File: config.mk
export PLATFORM = sky130hd
export DESIGN_NAME = time_entry_loader
export DESIGN_NICKNAME = d
export VERILOG_FILES = /design/src/rtl/time_entry_loader.sv
export SDC_FILE = /design/constraint.sdc
export NUM_CORES = 1
export LEC_CHECK = 0
export CORE_ASPECT_RATIO = 0.7
export CORE_MARGIN = 8
export CORE_UTILIZATION = 30
export DETAILED_ROUTE_END_ITERATION = 7
export PLACE_DENSITY = 0.62
export SKIP_LAST_GASP = 1
export SYNTH_ARGS = -nofsm -noshare
export SYNTH_HDL_FRONTEND = slang
export SYNTH_SLANG_ARGS = --single-unit
File: constraint.sdc
create_clock -name clk -period 2.75 [get_ports clk]
set_input_delay 0.55 -clock clk [delete_from_list [all_inputs] [get_ports clk]]
set_output_delay 0.55 -clock clk [all_outputs]
set_load 0.005 [all_outputs]
File: src/rtl/time_entry_loader.sv
`default_nettype none
// ============================================================================
//  Module      : time_entry_loader
//  Description : Microwave timer front end. Shifts keypad digits into a
//                three-digit BCD entry (min / tens / ones), loads it into the
//                down-counter chain, then gates counting and heating while
//                watching the chain's all-zero flag and the door switch.
//  Revision    : 1.0 - initial release
// ============================================================================
module time_entry_loader #(
    parameter int unsigned MAX_TENS  = 5,
    parameter int unsigned MAX_DIGIT = 9
) (
    input  logic       clk,
    input  logic       clr,
    input  logic       key_valid,
    input  logic [3:0] key_code,
    input  logic       start,
    input  logic       stop,
    input  logic       door_closed,
    input  logic       tick,
    input  logic       timer_zero,
    output logic [3:0] data_min,
    output logic [3:0] data_tens,
    output logic [3:0] data_ones,
    output logic       loadn,
    output logic       en_count,
    output logic       heat_on,
    output logic       done,
    output logic       entry_err
);

    localparam logic [2:0] c_ST_IDLE  = 3'd0;
    localparam logic [2:0] c_ST_ENTRY = 3'd1;
    localparam logic [2:0] c_ST_LOAD  = 3'd2;
    localparam logic [2:0] c_ST_RUN   = 3'd3;
    localparam logic [2:0] c_ST_PAUSE = 3'd4;
    localparam logic [2:0] c_ST_DONE  = 3'd5;

    localparam logic [3:0] c_MAX_TENS  = 4'(MAX_TENS);
    localparam logic [3:0] c_MAX_DIGIT = 4'(MAX_DIGIT);

    logic [2:0] r_state;
    logic [3:0] r_min;
    logic [3:0] r_tens;
    logic [3:0] r_ones;
    logic       r_loadn;
    logic       r_en_count;
    logic       r_heat_on;
    logic       r_done;
    logic       r_entry_err;

    logic w_key_ok;
    logic w_all_zero;
    logic w_tens_bad;

    // Entry qualification: legal key code, empty entry, out-of-range tens digit
    always_comb begin
        w_key_ok   = key_valid && (key_code <= c_MAX_DIGIT);
        w_all_zero = (r_min == 4'd0) && (r_tens == 4'd0) && (r_ones == 4'd0);
        w_tens_bad = (r_tens > c_MAX_TENS);
    end

    // Controller FSM; every output is registered alongside the state
    always_ff @(posedge clk) begin
        if (clr) begin
            r_state     <= c_ST_IDLE;
            r_min       <= 4'd0;
            r_tens      <= 4'd0;
            r_ones      <= 4'd0;
            r_loadn     <= 1'b1;
            r_en_count  <= 1'b0;
            r_heat_on   <= 1'b0;
            r_done      <= 1'b0;
            r_entry_err <= 1'b0;
        end else begin
            // Strobe-type outputs default to inactive every cycle
            r_loadn     <= 1'b1;
            r_en_count  <= 1'b0;
            r_done      <= 1'b0;
            r_entry_err <= 1'b0;
            case (r_state)
                c_ST_IDLE, c_ST_ENTRY: begin
                    if (stop) begin
                        r_min   <= 4'd0;
                        r_tens  <= 4'd0;
                        r_ones  <= 4'd0;
                        r_state <= c_ST_IDLE;
                    end else if ((r_state == c_ST_ENTRY) && start) begin
                        // A key arriving with start is dropped on purpose
                        if (w_all_zero) begin
                            r_state <= c_ST_ENTRY;
                        end else if (w_tens_bad) begin
                            r_entry_err <= 1'b1;
                        end else if (door_closed) begin
                            r_state <= c_ST_LOAD;
                            r_loadn <= 1'b0;
                        end
                    end else if (w_key_ok) begin
                        r_min   <= r_tens;
                        r_tens  <= r_ones;
                        r_ones  <= key_code;
                        r_state <= c_ST_ENTRY;
                    end
                end
                c_ST_LOAD: begin
                    r_state   <= c_ST_RUN;
                    r_heat_on <= 1'b1;
                end
                c_ST_RUN: begin
                    if (timer_zero) begin
                        r_state   <= c_ST_DONE;
                        r_heat_on <= 1'b0;
                        r_done    <= 1'b1;
                        r_min     <= 4'd0;
                        r_tens    <= 4'd0;
                        r_ones    <= 4'd0;
                    end else if (stop || !door_closed) begin
                        r_state   <= c_ST_PAUSE;
                        r_heat_on <= 1'b0;
                    end else begin
                        // Door is known closed here, so the tick alone enables
                        r_en_count <= tick;
                    end
                end
                c_ST_PAUSE: begin
                    if (stop) begin
                        r_state <= c_ST_IDLE;
                        r_min   <= 4'd0;
                        r_tens  <= 4'd0;
                        r_ones  <= 4'd0;
                    end else if (start && door_closed) begin
                        r_state   <= c_ST_RUN;
                        r_heat_on <= 1'b1;
                    end
                end
                c_ST_DONE: begin
                    r_state <= c_ST_IDLE;
                end
                default: begin
                    r_state   <= c_ST_IDLE;
                    r_heat_on <= 1'b0;
                end
            endcase
        end
    end

    assign data_min  = r_min;
    assign data_tens = r_tens;
    assign data_ones = r_ones;
    assign loadn     = r_loadn;
    assign en_count  = r_en_count;
    assign heat_on   = r_heat_on;
    assign done      = r_done;
    assign entry_err = r_entry_err;

endmodule
`default_nettype wire

==> results of run 1 <==
## synth_stat cells (2+ instances only)
cell,n
a211oi_1,3
a21o_1,3
a21oi_1,16
a221o_1,2
and3_1,2
buf_2,3
clkbuf_1,8
dfxtp_1,20
inv_1,2
nand2_1,4
nand2b_1,5
nand3_1,2
nand4_1,12
nor2_1,4
nor4_1,2
o21ai_0,13
o21ai_1,2
or4_4,2
## registers in the layout (all words and copies together), names as in the netlist
| register | count |
|---|---|
| data_min | 4 |
| data_ones | 4 |
| data_tens | 4 |
| done | 1 |
| en_count | 1 |
| entry_err | 1 |
| heat_on | 1 |
| loadn | 1 |
| r_state | 3 |
## critical path, delay by kind of cell
| kind | cells | cell delay [ps] |
|---|---|---|
| buf+inv | 1 | 640 |
| compound gates | 3 | 710 |
| simple gates | 1 | 310 |
## cells by family after synthesis
kind of cell	synth area share
flops	0.382
simple gates	0.276
buf+inv	0.0501
compound gates	0.283
mux	0.00955
## stage by stage
step / cells / cell area (sq um)
after CTS: 200 / 1430
after global routing: 200 / 1430
after floorplan: 125 / 1050
after global placement: 196 / 1380
final: 200 / 1430
after detailed placement: 196 / 1380
## power by group through the flow
| stage | sequential (mW) | clock, mW | combinational [mW] |
|---|---|---|---|
| global route | 0.311 | 0.245 | 0.112 |
| floorplan | 0.309 | 0 | 0.0651 |
| finish | 0.309 | 0.231 | 0.103 |
| global placement | 0.316 | 0 | 0.101 |
| CTS | 0.309 | 0.235 | 0.102 |
| detailed placement | 0.315 | 0 | 0.101 |
## placed cells by master, fill, tap and decap left out, drive strengths merged
| cell type | count |
|---|---|
| a21o | 3 |
| and4bb | 1 |
| or3b | 2 |
| inv | 2 |
| buf | 4 |
| nand2 | 4 |
| and3b | 1 |
| a221oi | 2 |
| a21oi | 16 |
| or4 | 3 |
| a211oi | 3 |
| and3 | 2 |
| nand3b | 1 |
| nor4 | 2 |
| mux2i | 1 |
| nand4 | 12 |
| nor2 | 4 |
| and2 | 1 |
| dfxtp | 20 |
| nor4bb | 1 |
| nor3 | 1 |
| a31o | 1 |
| nor3b | 1 |
| or2 | 1 |
| o21ai | 15 |
| nand3 | 2 |
| nand2b | 5 |
| o311a | 1 |
| or3 | 1 |
| clkbuf | 4 |
| clkdlybuf4s50 | 28 |
| a22o | 1 |
| o22ai | 1 |
| a221o | 2 |
| o31ai | 1 |
## metal layers
metal,vias to the layer above,share of wire,GRT usage
li1,528,-,-
met1,490,0.50,0.152
met2,46,0.40,0.142
met3,2,0.092,0.0336
met4,0,0.0086,0.0256
met5,-,0,0
## area by class of cell
cell class	instances	area (sq um)	share of cell area
multi-input combinational	92	596	0.416
sequential	20	400	0.280
timing repair buffer	32	310	0.217
tap	50	62.6	0.0437
clock buffer	4	55.1	0.0385
inverter	2	7.51	0.00524
## final timing paths
kind / to / slack, ps / depth (start not counted)
worst max-delay path: data_tens[0]$_SDFFE_PP0P_ / 700 / 5
worst min-delay path: heat_on$_SDFFE_PP0P_ / 470 / 2
worst max register to register: r_state[0]$_SDFFE_PP0P_ / 810 / 4
worst min register to register: heat_on$_SDFFE_PP0P_ / 470 / 2
==> impl_metrics.csv, run 1 <==
group,metric,value,unit
critical_path,required,2900,ps
placed_design,place_ws,440,ps
sta,setup_viol,0,
cts,cts_sinks,20,
cells_and_area,fillCellCount,343,
pwr,finalPower,643,uW
floorplanning,die_area,0.00567,sq mm
cts,clk_root_buffer_cell,"clkbuf_8",
sta,whs,474,ps
sta,finalMaxSlewViolations,0,
floorplanning,pin_count,29,
critical_path,critPathSlowestCell,"clkdlybuf4s50_1",
yosys,synth-async-reset-ratio,0,
detailed_routing,drt_iter0_drc,125,
yosys,ys_seq_elements,20,
detailed_routing,firstDrtPassIters,4,
yosys,synth-seq-area-share,0.382,
yosys,syn_avg_cell_area,8.39,sq um
pwr,power_frac_clock,0.359,
cells_and_area,antenna_cells,0,
yosys,synth_edf_count,0,
sta,fin_crit_sh,0.747,
sta,finalSetupTns,0,ps
yosys,syn_area,0.00105,sq mm
detailed_routing,wl_per_cell,15.2,um
critical_path,crit_path_start_kind,"input pin",
pwr,intPower,476,uW
critical_path,crit_chain,"clkdlybuf4s50_1 -> and4bb_2 -> a221o_1 -> o21ai_0 -> a21oi_1",
critical_path,cpPeakStageDelay,640,ps
global_route,grt_pass1_wl,4810,um
yosys,ys.warnings.count,0,
run_status,status,"finished clean",
floorplanning,start_util,0.304,
yosys,yosys.area.top_type_share,0.382,
placed_design,hpwlAfterDp,2240,um
cts,path_clk_slew,80,ps
cells_and_area,drive_gt1_frac,0.107,
critical_path,endpoint_kind,"flip-flop",
floorplanning,dieWidth,86.7,um
sta,rsz0062_at_grt,"false",
placed_design,place.gp.congestion,0.842,
cts,cts_buffers,3,
floorplanning,std_cell_rows,18,
cells_and_area,final_util,0.415,
global_route,grt.overflow.total,0,
pwr,p_comb_frac,0.161,
global_route,grt_max_degree,16,
sta,maxSlewHeadroom,0.716,
detailed_routing,drc,0,
cts,cts_resized,0,
job,max-cap-violations,0,
pwr,peakVddDrop,185,uV
cts,post_cts_buffers,0,
worst_hold_path,hold_class,"flip-flop to flip-flop",
sta,hold_viol_final,0,
detailed_routing,routed_via_density,5.33,
sta,fin_worst_skew,1.80,ps
critical_path,cp.arrival,2210,ps
yosys,synth_fp_nets,137,
yosys,synth_top_flop_cell,"dfxtp_1",
sta,max_freq,487,MHz
worst_hold_path,min-delay-start,"heat_on$_SDFFE_PP0P_",
floorplanning,die_y,65.5,um
cts,cts_tree,"built",
cells_and_area,syn_to_final_growth,36.5,%
pwr,p_sw_frac,0.260,
cts,clock_path_buffers,2,
global_route,track_usage,0.104,
critical_path,setup.worst_path.start,"stop",
pwr,leakage,0.488,nW
pwr,p_per_area,449,mW/mm^2
pwr,p_sw,167,uW
global_route,grt_pass1_vias,943,
yosys,synth_top_area_cell,"dfxtp_1",
cts,h-tree-depth,1,
pwr,pwr-share-seq,0.480,
detailed_routing,drt_wl_total,3040,um
detailed_routing,via_count,1066,
yosys,ys_types,38,
cts,insertion_delay,260,ps
placed_design,place.port_buffers,28,
sta,tightest_slew,425,ps
critical_path,path_max_fanout,12,
sta,fin_crit,2050,ps
detailed_routing,ant_nets,0,
cells_and_area,final_nets,163,
floorplanning,coreArea,0.00345,sq mm
yosys,syn-instance-count,125,
critical_path,path_class,"input pin to flip-flop",
sta,setup_slack,695,ps
global_route,antenna_found_initial,0,
yosys,synthTopCellsByArea,"dfxtp_1, a21oi_1, nand4_1",
cts,cts_hold_buf,0,
critical_path,rr_startpoint,"data_ones[3]$_SDFFE_PP0P_",
Note: power is estimated with default switching activity, not from simulation.
==> run 2, diff against run 1 <==
PLACE_DENSITY = 0.64   (was 0.62)
clock period = 1.85 ns   (was 2.75 ns; I/O delays follow)
==> impl_metrics.csv, run 2 (synthesis gave the netlist of run 1 again) <==
group,metric,value,unit
critical_path,endpoint_kind,"flip-flop",
cts,h-tree-depth,1,
sta,max_freq,550,MHz
detailed_routing,ant_nets,0,
detailed_routing,firstDrtPassIters,4,
cts,insertion_delay,260,ps
run_status,status,"finished clean",
cts,post_cts_buffers,0,
pwr,leakage,0.569,nW
floorplanning,start_util,0.304,
sta,setup_slack,32.9,ps
detailed_routing,via_count,1114,
placed_design,place.gp.congestion,0.829,
critical_path,path_class,"flip-flop to flip-flop",
cells_and_area,fin_cells,213,
sta,maxSlewHeadroom,0.711,
cts,path_clk_slew,80,ps
sta,fin_worst_skew,3.31,ps
sta,finalMaxSlewViolations,0,
sta,tightest_slew,432,ps
placed_design,place_ws,-256,ps
placed_design,hpwlAfterDp,2420,um
job,max-cap-violations,0,
floorplanning,die_area,0.00567,sq mm
worst_hold_path,min-delay-start,"heat_on$_SDFFE_PP0P_",
critical_path,crit_path_start_kind,"flip-flop",
cts,clock_path_buffers,2,
floorplanning,coreArea,0.00345,sq mm
critical_path,cp.arrival,2010,ps
detailed_routing,drt_wl_total,3270,um
sta,whs,470,ps
sta,fin_crit_sh,0.982,
pwr,p_per_area,627,mW/mm^2
floorplanning,std_cell_rows,18,
critical_path,critPathSlowestCell,"or4_4",
cts,cts_sinks,20,
floorplanning,die_y,65.5,um
cells_and_area,layout_common_cells,"clkdlybuf4s50_1, dfxtp_1, buf_4, a21oi_1",
cells_and_area,layout_commonest_cell,"clkdlybuf4s50_1",
pwr,peakVddDrop,326,uV
cells_and_area,final_nets,176,
detailed_routing,routed_via_density,5.23,
sta,setup_viol,0,
global_route,grt_pass1_vias,1005,
floorplanning,pin_count,29,
critical_path,setup.worst_path.start,"data_tens[0]$_SDFFE_PP0P_",
global_route,antenna_found_initial,0,
detailed_routing,drt_iter0_drc,129,
cells_and_area,antenna_cells,0,
global_route,grt_max_degree,16,
sta,finalSetupTns,0,ps
cts,cts_buffers,3,
placed_design,place.port_buffers,28,
detailed_routing,drc,0,
cts,cts_tree,"built",
critical_path,required,2050,ps
sta,rsz0062_at_grt,"true",
cells_and_area,final_util,0.450,
critical_path,cpPeakStageDelay,550,ps
detailed_routing,wl_per_cell,15.3,um
worst_hold_path,hold_class,"flip-flop to flip-flop",
global_route,grt_pass1_wl,5220,um
cells_and_area,syn_to_final_growth,48.0,%
global_route,track_usage,0.116,
critical_path,crit_chain,"or4_4 -> o311a_4 -> a221oi_4 -> mux2i_1",
cells_and_area,drive_gt1_frac,0.202,
sta,fin_crit,1820,ps
cts,clk_root_buffer_cell,"clkbuf_8",
placed_design,dpl.cell_count,209,
global_route,grt.overflow.total,0,
critical_path,path_max_fanout,2,
sta,hold_viol_final,0,
floorplanning,dieWidth,86.7,um
critical_path,rr_startpoint,"data_tens[0]$_SDFFE_PP0P_",
-- run 2: critical path, delay by kind of cell, from the launching register on --
family           cells  cell delay, ps
AO/OA/AOI/OAI        2             680
AND/OR/NAND/NOR      1             550
flip-flops           1             320
multiplexers         1             200
-- run 2: timing repair --
action | CTS | global route
hold buffers | 0 | 0
cloned | 0 | 0
pin swaps | 0 | 3
setup endpoints to repair | 1 | 15
gates resized for setup | 1 | 6
-- run 2: layout make-up --
class | instances | area, sq um
timing repair buffer | 45 | 410
multi-input combinational | 92 | 613
inverter | 2 | 7.51
sequential | 20 | 403
fill | 338 | 1890
clock buffer | 4 | 55.1
tap | 50 | 62.6
-- run 2: final timing paths --
path	endpoint	slack, ps	cells after the start
max	r_state[0]$_SDFFE_PP0P_	30	4
min	heat_on$_SDFFE_PP0P_	470	2
max reg2reg	r_state[0]$_SDFFE_PP0P_	30	4
min reg2reg	heat_on$_SDFFE_PP0P_	470	2
-- run 2: stage by stage --
| stage | instance area, sq um | power [mW] |
|---|---|---|
| after CTS | 1540 | 0.979 |
| after global routing | 1550 | 1.01 |
| final | 1550 | 0.972 |
| after floorplan | 1050 | 0.556 |
| after global placement | 1470 | 0.631 |
| after detailed placement | 1470 | 0.635 |
-- run 2: per-layer routing --
| metal | GRT usage | wire length, um |
|---|---|---|
| met2 | 0.161 | 1430 |
| met1 | 0.165 | 1600 |
| met5 | 0 | 0 |
| met3 | 0.0349 | 211 |
| met4 | 0.0321 | 21 |
-- run 2: power by group --
group | leakage (nW) | switching (mW) | internal, mW
Combinational | 0.377 | 0.0860 | 0.0901
Sequential | 0.163 | 0.0173 | 0.441
Clock | 0.0288 | 0.148 | 0.190
==> RTL change: new RTL, settings of run 2 <==
Register the output `entry_err` once more; this adds one clock of latency there. The other outputs are not delayed to match.
--- a/src/rtl/time_entry_loader.sv
+++ b/src/rtl/time_entry_loader.sv
@@ -152,7 +152,9 @@
     assign en_count  = r_en_count;
     assign heat_on   = r_heat_on;
     assign done      = r_done;
-    assign entry_err = r_entry_err;
+    always_ff @(posedge clk) begin
+        entry_err <= r_entry_err;
+    end
 
 endmodule
 `default_nettype wire
Function: changed (a bounded check fails within 4 cycles, from zero or initial values).
==> RTL change against run 2 <==
Clock power fell by 11%. Sequential cell count rose by 1. Power rose by 0.35%. First-iteration DRC count fell by 23%. Setup slack better by 69 ps. Clock skew decreased by 1.7 ps. Count of clock-buffer cells in the layout decreased by 1. Area after synthesis up 0.36%. Wire length is essentially flat. Critical path type unchanged. Die area rose by 0.28%. Critical path depth is 1 higher. Design area up 0.97%.
==> RTL change: results (changes against run 2) <==
stage;metric;value;unit;change
timing;Worst slew margin;72.77;%;+1.6 points
critical_path;RR Startpoint;data_min[2]$_SDFFE_PP0P_;;
critical_path;CP max stage cell;a2111oi_4;;
global_route;antenna violations before repair;0;;unchanged
clocking;Clock Tree Root;clkbuf_8;;
global_route;first-pass GRT wire length;5326;um;+2.0%
critical_path;reg2reg path depth;5;;+1
critical_path;Max stage delay on crit path;350;ps;-200 ps
critical_path;Worst Path Arrival;1900;ps;-110 ps
placement;setup slack after placement;-317.4;ps;-61.65 ps
timing;Fin Hold WS;333.8;ps;-135.9 ps
global_route;number of global-route vias before repair;1098;;+9.3%
power_and_ir_drop;maximum VDD drop;281.4;uV;-14%
logic_synthesis;Synth Net Count;134;;-2.2%
logic_synthesis;Avg Synthesized Cell Area;8.625;sq um;+2.8%
critical_path;largest delay contributor family on the critical path;simple AND/OR/NAND/NOR gates;;
logic_synthesis;list of most frequent post-synthesis cells;21 x dfxtp_1, 17 x a21oi_1, 13 x nand4_1, 13 x o21ai_0, 5 x nor2_1;;
timing;final setup margin;101.5;ps;+68.53 ps
worst_hold_path;hold_sp;r_entry_err$_SDFF_PP0_;;
logic_synthesis;sequential fraction of the synthesis area;39.95;%;+1.8 points
route;DR iter-0 viols;99;;-23%
power_and_ir_drop;Leak Pwr;0.5402;nW;-5.1%
logic_synthesis;compound-gate portion of the synthesized area;26.52;%;-1.8 points
logic_synthesis;post-synth cell types;41;;+7.9%
logic_synthesis;mux share of post-synthesis cell area;1.070;%;+0.12 points
power_and_ir_drop;Seq pwr share;49.5;%;+2.4 points
clocking;htree depth;1;;unchanged
placement;Detailed Place HPWL;2510;um;+3.6%
timing;worst clock skew;1.643;ps;-1.662 ps
route;Post-Route WL;3270;um;about the same
final_layout;Nets;175;;-0.57%
final_layout;fraction of final layout cells with drive strength greater than 1;20.37;%;+0.12 points
worst_hold_path;Hold Path Sink;entry_err$_DFF_P_;;
power_and_ir_drop;part of the power in the clock network;31.0;%;-3.8 points
final_layout;Cell Count, Final, Fillers Out;212;;-0.47%
route;via count;1160;;+4.1%
logic_synthesis;Synth area leaders;dfxtp_1 40%, a21oi_1 8.1%, nand4_1 7.7%;;
placement;Routability Congestion;0.9886;;+19%
global_route;All-Layer GR Usage;11.67;%;+0.11 points
route;DRT Pass-1 Iters;4;;unchanged
critical_path;Worst Path Max Fanout;3;;+1
worst_hold_path;hold path depth;0;;-2
power_and_ir_drop;Sw Pwr;0.2618;mW;+4.0%
status;run status;completed;;
RTL change: layout make-up:
cell class                      count  area (sq um)
Multi-Input combinational cell     89         598.1
Sequential cell                    21         421.7
Clock buffer                        3         41.29
Timing Repair Buffer               47         434.2
Tap cell                           50         62.56
Fill cell                         347          1879
Inverter                            1         3.754
Clock inverter                      1         5.005
RTL change: repair_timing:
action,in CTS,in global routing
endpoints found under the hold margin,0,0
setup endpoints to repair,1,1
resized for setup,1,4
pin swaps,0,0
RTL change: through the flow:
stage          power [mW]  utilization [%]  area [sq um]
5_1_grt             1.016            45.46          1567
6_report           0.9755            45.46          1567
2_1_floorplan      0.5767                -          1052
4_1_cts            0.9756            44.81          1544
3_5_place_dp       0.6750            43.50          1499
3_3_place_gp       0.6712            43.50          1499
RTL change: layer usage:
layer | global-route usage, % | part of all wire, % | up-vias
met5 | 0 | 0 | -
met4 | 3.632 | 0.64 | 0
met3 | 3.487 | 7.7 | 2
met2 | 17.74 | 47 | 47
met1 | 15.42 | 45 | 561
li1 | - | - | 550
RTL change: worst max-delay path by stage:
stage	startpoint	to
2_1_floorplan	stop	r_state[0]$_SDFFE_PP0P_
3_3_place_gp	stop	r_state[0]$_SDFFE_PP0P_
3_5_place_dp	stop	r_state[0]$_SDFFE_PP0P_
4_1_cts	key_code[2]	r_state[0]$_SDFFE_PP0P_
5_1_grt	data_min[0]$_SDFFE_PP0P_	r_state[0]$_SDFFE_PP0P_
6_report	data_min[2]$_SDFFE_PP0P_	r_state[0]$_SDFFE_PP0P_
RTL change: kinds of logic (layout without fill, tap and decap cells):
| group | Yosys count | in the layout |
|---|---|---|
| and+or+nand+nor | 44 | 44 |
| buffers and inverters | 12 | 52 |
| muxes | 1 | 1 |
| DFF | 21 | 21 |
| AOI/OAI and AO/OA | 44 | 44 |
